==> config.mk <==
export PLATFORM = sky130hd
export DESIGN_NAME = i2c_slave_tx_ctrl_flat
export DESIGN_NICKNAME = d
export VERILOG_FILES = /design/src/rtl/i2c_slave_pkg.sv /design/src/rtl/i2c_slave_tx_ctrl_if.sv /design/src/rtl/i2c_slave_tx_ctrl_piso.sv /design/src/rtl/i2c_slave_tx_ctrl.sv /design/src/flat_wrapper.sv
export SDC_FILE = /design/constraint.sdc
export NUM_CORES = 1
export LEC_CHECK = 0
export ABC_AREA = 1
export CORE_MARGIN = 1
export CORE_UTILIZATION = 36
export CTS_CLUSTER_DIAMETER = 200
export CTS_CLUSTER_SIZE = 16
export DETAILED_ROUTE_END_ITERATION = 16
export PLACE_DENSITY = 0.66
export SYNTH_ARGS = -nofsm -noshare
export SYNTH_HDL_FRONTEND = slang
export SYNTH_SLANG_ARGS = --single-unit
==> constraint.sdc <==
create_clock -name clk -period 3.7 [get_ports clk]
set_clock_uncertainty 0.2 [all_clocks]
set_input_delay 0.37 -clock clk [delete_from_list [all_inputs] [get_ports clk]]
set_output_delay 0.37 -clock clk [all_outputs]
set_load 0.01 [all_outputs]
==> src/rtl/i2c_slave_pkg.sv <==
// Shared types and constants for the I2C slave read-path transmit sequencer.
package i2c_slave_pkg;

    localparam int I2C_BYTE_W = 8;
    localparam logic [I2C_BYTE_W-1:0] I2C_UNDERRUN_BYTE = 8'hFF;
    localparam int I2C_BIT_CNT_W = $clog2(I2C_BYTE_W);

    typedef enum logic [2:0] {
        IDLE,
        LOAD,
        SHIFT,
        ACK,
        WAIT_FALL
    } tx_state_e;

    // True when the counter points at the last (LSB) bit of a byte.
    function automatic logic is_last_bit(input logic [I2C_BIT_CNT_W-1:0] cnt);
        return cnt == I2C_BIT_CNT_W'(I2C_BYTE_W - 1);
    endfunction

endpackage

==> src/rtl/i2c_slave_tx_ctrl_if.sv <==
// Bus-condition strobes, register-file handshake and SDA drive of the transmit sequencer.
interface i2c_slave_tx_ctrl_if;

    logic                                en;
    logic                                scl_fall;
    logic                                scl_rise;
    logic                                start_det;
    logic                                stop_det;
    logic                                sda_in;
    logic                                tx_start;
    logic [i2c_slave_pkg::I2C_BYTE_W-1:0] tx_data;
    logic                                tx_valid;
    logic                                tx_ready;
    logic                                sda_pull;
    logic                                busy;
    logic                                nack;
    logic                                underrun;

    modport slave (
        input  en, scl_fall, scl_rise, start_det, stop_det, sda_in,
        input  tx_start, tx_data, tx_valid,
        output tx_ready, sda_pull, busy, nack, underrun
    );

    modport master (
        output en, scl_fall, scl_rise, start_det, stop_det, sda_in,
        output tx_start, tx_data, tx_valid,
        input  tx_ready, sda_pull, busy, nack, underrun
    );

endinterface

==> src/rtl/i2c_slave_tx_ctrl_piso.sv <==
// Parallel-in serial-out shift register, MSB first, synchronous clear.
module i2c_slave_tx_ctrl_piso #(
    parameter int DEPTH = 8
) (
    input  logic             clk,
    input  logic             srst,
    input  logic             en,
    input  logic             load,
    input  logic [DEPTH-1:0] din,
    output logic             serial_out
);

    logic [DEPTH-1:0] sr_q;
    logic [DEPTH-1:0] sr_d;

    // Load wins over shift; shifting in 1 keeps a stale tail looking like a released bus.
    always_comb begin
        sr_d = sr_q;
        if (load) begin
            sr_d = din;
        end else if (en) begin
            sr_d = {sr_q[DEPTH-2:0], 1'b1};
        end
    end

    always_ff @(posedge clk) begin
        if (srst) begin
            sr_q <= '0;
        end else begin
            sr_q <= sr_d;
        end
    end

    assign serial_out = sr_q[DEPTH-1];

endmodule

==> src/rtl/i2c_slave_tx_ctrl.sv <==
// I2C slave read-path sequencer: fetches bytes, shifts them onto SDA, handles the master ACK slot.
module i2c_slave_tx_ctrl
    import i2c_slave_pkg::*;
#(
    parameter int DATA_W = I2C_BYTE_W
) (
    input  logic                 clk,
    input  logic                 rst_n,
    i2c_slave_tx_ctrl_if.slave   bus
);

    localparam int CNT_W = $clog2(DATA_W);

    tx_state_e          state_q;
    tx_state_e          state_d;
    logic [CNT_W-1:0]   bit_cnt_q;
    logic [CNT_W-1:0]   bit_cnt_d;
    logic               nack_q;
    logic               nack_d;
    logic               srst_q;

    logic               in_load;
    logic               piso_en;
    logic               piso_load;
    logic [DATA_W-1:0]  piso_din;
    logic               piso_out;

    // Asserts with rst_n, releases on the first clock edge after it, so the PISO clears synchronously.
    always_ff @(posedge clk or negedge rst_n) begin
        if (!rst_n) begin
            srst_q <= 1'b1;
        end else begin
            srst_q <= 1'b0;
        end
    end

    assign in_load   = (state_q == LOAD) && bus.en;
    assign piso_load = in_load;
    assign piso_din  = bus.tx_valid ? bus.tx_data : I2C_UNDERRUN_BYTE;

    always_comb begin
        state_d   = state_q;
        bit_cnt_d = bit_cnt_q;
        nack_d    = 1'b0;
        piso_en   = 1'b0;

        if (!bus.en) begin
            state_d   = IDLE;
            bit_cnt_d = '0;
        end else if (bus.stop_det || bus.start_det) begin
            // Bus condition aborts silently; a byte fetched this cycle is simply dropped.
            state_d   = IDLE;
            bit_cnt_d = '0;
        end else begin
            case (state_q)
                IDLE: begin
                    if (bus.tx_start) begin
                        state_d = LOAD;
                    end
                end
                LOAD: begin
                    bit_cnt_d = '0;
                    state_d   = SHIFT;
                end
                SHIFT: begin
                    if (bus.scl_fall) begin
                        if (is_last_bit(bit_cnt_q)) begin
                            state_d = ACK;
                        end else begin
                            piso_en   = 1'b1;
                            bit_cnt_d = bit_cnt_q + CNT_W'(1);
                        end
                    end
                end
                ACK: begin
                    if (bus.scl_rise) begin
                        if (bus.sda_in) begin
                            nack_d  = 1'b1;
                            state_d = IDLE;
                        end else begin
                            state_d = WAIT_FALL;
                        end
                    end
                end
                WAIT_FALL: begin
                    if (bus.scl_fall) begin
                        state_d = LOAD;
                    end
                end
                default: begin
                    state_d   = IDLE;
                    bit_cnt_d = '0;
                end
            endcase
        end
    end

    always_ff @(posedge clk or negedge rst_n) begin
        if (!rst_n) begin
            state_q   <= IDLE;
            bit_cnt_q <= '0;
            nack_q    <= 1'b0;
        end else begin
            state_q   <= state_d;
            bit_cnt_q <= bit_cnt_d;
            nack_q    <= nack_d;
        end
    end

    i2c_slave_tx_ctrl_piso #(
        .DEPTH (DATA_W)
    ) u_piso (
        .clk        (clk),
        .srst       (srst_q),
        .en         (piso_en),
        .load       (piso_load),
        .din        (piso_din),
        .serial_out (piso_out)
    );

    assign bus.tx_ready = in_load && bus.tx_valid;
    assign bus.underrun = in_load && !bus.tx_valid;
    assign bus.sda_pull = (state_q == SHIFT) && !piso_out;
    assign bus.busy     = (state_q != IDLE);
    assign bus.nack     = nack_q;

endmodule

==> src/flat_wrapper.sv <==
// flat-port wrapper written by rule: the top's interface ports become plain ports
module i2c_slave_tx_ctrl_flat import i2c_slave_pkg::*;
#(
    parameter int DATA_W = I2C_BYTE_W
)
  (clk, rst_n, bus_en, bus_scl_fall, bus_scl_rise, bus_start_det, bus_stop_det, bus_sda_in, bus_tx_start, bus_tx_data, bus_tx_valid, bus_tx_ready, bus_sda_pull, bus_busy, bus_nack, bus_underrun);
  i2c_slave_tx_ctrl_if bus_i ();
  input  logic clk;
  input  logic rst_n;
  input wire logic [$bits(bus_i.en)-1:0] bus_en;
  input wire logic [$bits(bus_i.scl_fall)-1:0] bus_scl_fall;
  input wire logic [$bits(bus_i.scl_rise)-1:0] bus_scl_rise;
  input wire logic [$bits(bus_i.start_det)-1:0] bus_start_det;
  input wire logic [$bits(bus_i.stop_det)-1:0] bus_stop_det;
  input wire logic [$bits(bus_i.sda_in)-1:0] bus_sda_in;
  input wire logic [$bits(bus_i.tx_start)-1:0] bus_tx_start;
  input wire logic [$bits(bus_i.tx_data)-1:0] bus_tx_data;
  input wire logic [$bits(bus_i.tx_valid)-1:0] bus_tx_valid;
  output wire logic [$bits(bus_i.tx_ready)-1:0] bus_tx_ready;
  output wire logic [$bits(bus_i.sda_pull)-1:0] bus_sda_pull;
  output wire logic [$bits(bus_i.busy)-1:0] bus_busy;
  output wire logic [$bits(bus_i.nack)-1:0] bus_nack;
  output wire logic [$bits(bus_i.underrun)-1:0] bus_underrun;
  assign bus_i.en = bus_en;
  assign bus_i.scl_fall = bus_scl_fall;
  assign bus_i.scl_rise = bus_scl_rise;
  assign bus_i.start_det = bus_start_det;
  assign bus_i.stop_det = bus_stop_det;
  assign bus_i.sda_in = bus_sda_in;
  assign bus_i.tx_start = bus_tx_start;
  assign bus_i.tx_data = bus_tx_data;
  assign bus_i.tx_valid = bus_tx_valid;
  assign bus_tx_ready = bus_i.tx_ready;
  assign bus_sda_pull = bus_i.sda_pull;
  assign bus_busy = bus_i.busy;
  assign bus_nack = bus_i.nack;
  assign bus_underrun = bus_i.underrun;
  i2c_slave_tx_ctrl #(.DATA_W(DATA_W)) u_core (.clk(clk), .rst_n(rst_n), .bus(bus_i));
endmodule
==> impl_metrics.json <==
{
  "yosysWarnings": 0,
  "clock-sinks": 16,
  "start_util_pct": 37.99,
  "area_delta_synth_final_pct": 26.51,
  "antenna_cells": 0,
  "die_x_um": 55.71,
  "drcViolationCount": 0,
  "holdCritPathClass": "in2async",
  "crit_buf_inv": 4,
  "antenna_found_initial": 0,
  "grt_overflow_total": 0,
  "cts_tree": "done",
  "synth-compound-area-share_pct": 1.446,
  "status": "complete, no violations",
  "nNetsFinal": 209,
  "hpwl_um": 1808,
  "p_int_uw": 266.9,
  "avgSynthCellArea_um2": 6.294,
  "htree_levels": 1,
  "die_h_um": 55.71,
  "drt-initial-drc-count": 29,
  "grt_pass1_wl_um": 4146,
  "core_area_um2": 2734,
  "vias_per_cell": 4.868,
  "regToRegStartpoint": "u_core.bit_cnt_q[0]",
  "rrSetupSlack_ns": 1.71,
  "place_congestion": 0.8538,
  "max_stage_delay_ns": 0.61,
  "clk_pin_slew_worst_paths_ns": 0.10,
  "hold_viol_final": 0,
  "synthMuxAreaShare_pct": 0,
  "cp.required_ns": 3.13,
  "arrival_ns": 2.23,
  "rows": 19,
  "setup_violations": 0,
  "async_flop_share_pct": 50.00,
  "ys_ff_latch": 16,
  "grt_max_degree": 16,
  "synth_xor_area_share_pct": 0,
  "ys.flop_type": "dfxtp_1",
  "syn_area_um2": 1038,
  "avgRoutedWirePerCell_um": 10.83,
  "cts_hold_buffers": 0,
  "ant_nets": 0,
  "clockPowerShare_pct": 33.2,
  "ioPinCount": 23,
  "ir_drop_v": 0.0001671,
  "crit_slowest_cell": "clkdlybuf4s50_1",
  "rsz0062_at_grt": "false",
  "worst_setup_path_end_kind": "output pin",
  "ys_top_cells_by_area": "nand2_1, dfrtp_1, dfxtp_1",
  "hold_slack_ns": 0.1377,
  "cp_top_family": "buffers and inverters",
  "combinationalPowerShare_pct": 16.2,
  "synth_top_family_by_area": "simple AND/OR/NAND/NOR gates",
  "timing.final.crit_share_pct": 75.75,
  "path_common_cell": "clkdlybuf4s50_1",
  "yosysSeqAreaShare_pct": 34.82,
  "syn-num-nets": 185,
  "numPortBuffers": 22,
  "maxSlewViolCount": 0,
  "synth-simple-area-share_pct": 52.53,
  "period_minus_slack_ns": 2.803,
  "synth_cell_types": 22,
  "cp-start-kind": "primary input",
  "rr_worst_depth": 8,
  "grt_pass1_vias": 1017,
  "postSynthCellCount": 165,
  "dr.pass1.iters": 5,
  "power_frac_seq_pct": 50.6,
  "post_cts.repair.setup_buffers": 0,
  "path_cells": "clkdlybuf4s50_1 > inv_2 > nor3_4 > nand2_1 > inv_1 > clkdlybuf4s50_1",
  "synthAdderAreaFrac_pct": 2.410,
  "synth_area_leader_cell": "nand2_1",
  "clkLatencyLatePin_ns": 0.29,
  "cts_made_buffers": 3,
  "reg2reg_to": "u_core.u_piso.sr_q[5]",
  "synth_top_cell_area_share_pct": 22.41,
  "maxCapViolations": 0,
  "vias": 1066,
  "critical_path_class": "in2out",
  "layout.cells.non_filler": 219,
  "drt_wl_total_um": 2371,
  "cts_buffer_depth": 2,
  "power_density_nw_per_um2": 271.9,
  "p_switching_uw": 90.38,
  "fmax_mhz": 356.8,
  "switching_share_pct": 25.30,
  "power_leakage_uw": 0.0006960,
  "grt_util_all_layers_pct": 16.80,
  "placed_cells": 215,
  "dieArea_um2": 3104,
  "layout-drive-gt1-share_pct": 5.851,
  "cts_resized": 0,
  "fin_setup_tns_ns": 0,
  "post-route-util_pct": 48.05,
  "cp_max_fo": 10,
  "clockRootBuffer": "clkbuf_4",
  "synth_edf_count": 0
}
[cell families after synthesis]
group | Yosys count
simple gates | 122
compound gates | 3
buf+inv | 21
fa+ha+maj | 2
other cells | 1
flops | 16
[per-stage QoR]
step	area [um^2]	worst slack (ns)	total power, uW
floorplan	1039	1.915	214.1
global placement	1277	0.9260	241.4
detailed placement	1277	0.8877	242.4
CTS	1314	0.8769	361.3
global route	1314	0.7439	378.1
finish	1314	0.8973	357.2
[cell usage in the layout (no fill, tap or decap)]
cell type | netlist | final
inv_2 | 1 | 1
dfxtp_1 | 8 | 8
clkbuf_4 | 0 | 3
nand3b_1 | 7 | 7
nor2_1 | 32 | 32
o21ai_0 | 2 | 2
nand2_1 | 62 | 62
o21ai_1 | 1 | 1
clkbuf_8 | 0 | 1
nor2_4 | 2 | 2
nand2_2 | 1 | 1
clkdlybuf4s50_1 | 0 | 22
nand3_2 | 1 | 1
dfstp_2 | 1 | 1
nor3_4 | 1 | 1
conb_1 | 1 | 1
dfrtp_1 | 7 | 7
nor3_1 | 3 | 3
inv_1 | 17 | 17
nand3_1 | 9 | 9
nand4_1 | 4 | 4
ha_1 | 2 | 2
[cell usage after synthesis (2+ instances only)]
library cell	count
nand3_1	9
nor2_1	32
ha_1	2
dfrtp_1	7
nor2_4	2
nand4_1	4
inv_1	17
dfxtp_1	8
nand3b_1	7
nand2_1	62
nor3_1	3
o21ai_0	2
[area by class of cell]
cell class	count	area, um^2
well taps	31	38.79
fillers	284	1420
flip-flops and latches	16	361.6
clock buffers	4	36.28
multi-input cells	128	589.3
repair buffers	22	220.2
inverters	18	67.56
[power groups by stage]
stage,sequential (uW),clock (uW),combinational (uW)
after floorplan,183,0,30.6
after global placement,184,0,57.2
after detailed placement,184,0,57.9
after CTS,181,122,58.3
after global routing,182,132,65.0
final,181,118,57.9
[sequential cells by signal, indices dropped and copies added (netlist names)]
| name | cells |
|---|---|
| u_core.u_piso.sr_q | 8 |
| u_core.bit_cnt_q | 3 |
| u_core.state_q | 3 |
| u_core.bus.nack | 1 |
| u_core.srst_q | 1 |
[worst max path at each step]
stage                              startpoint                     to  slack [ns]  cells past startpoint
after global routing                   bus_en           bus_tx_ready        0.74                      6
after global placement                 bus_en           bus_tx_ready        0.93                      6
final                                  bus_en           bus_tx_ready        0.90                      6
after CTS                              bus_en           bus_tx_ready        0.88                      6
after detailed placement               bus_en           bus_tx_ready        0.89                      6
after floorplan           u_core.bit_cnt_q[0]  u_core.u_piso.sr_q[1]        1.91                      8
[routing by layer]
| metal | vias to the layer above | share of wire [%] | GRT usage (%) |
|---|---|---|---|
| li1 | 553 | - | - |
| met1 | 465 | 45 | 20.50 |
| met2 | 42 | 47 | 27.02 |
| met3 | 6 | 7.0 | 4.884 |
| met4 | 0 | 1.6 | 8.214 |
| met5 | - | 0 | 0 |
Power figures use the tool's default switching activity.
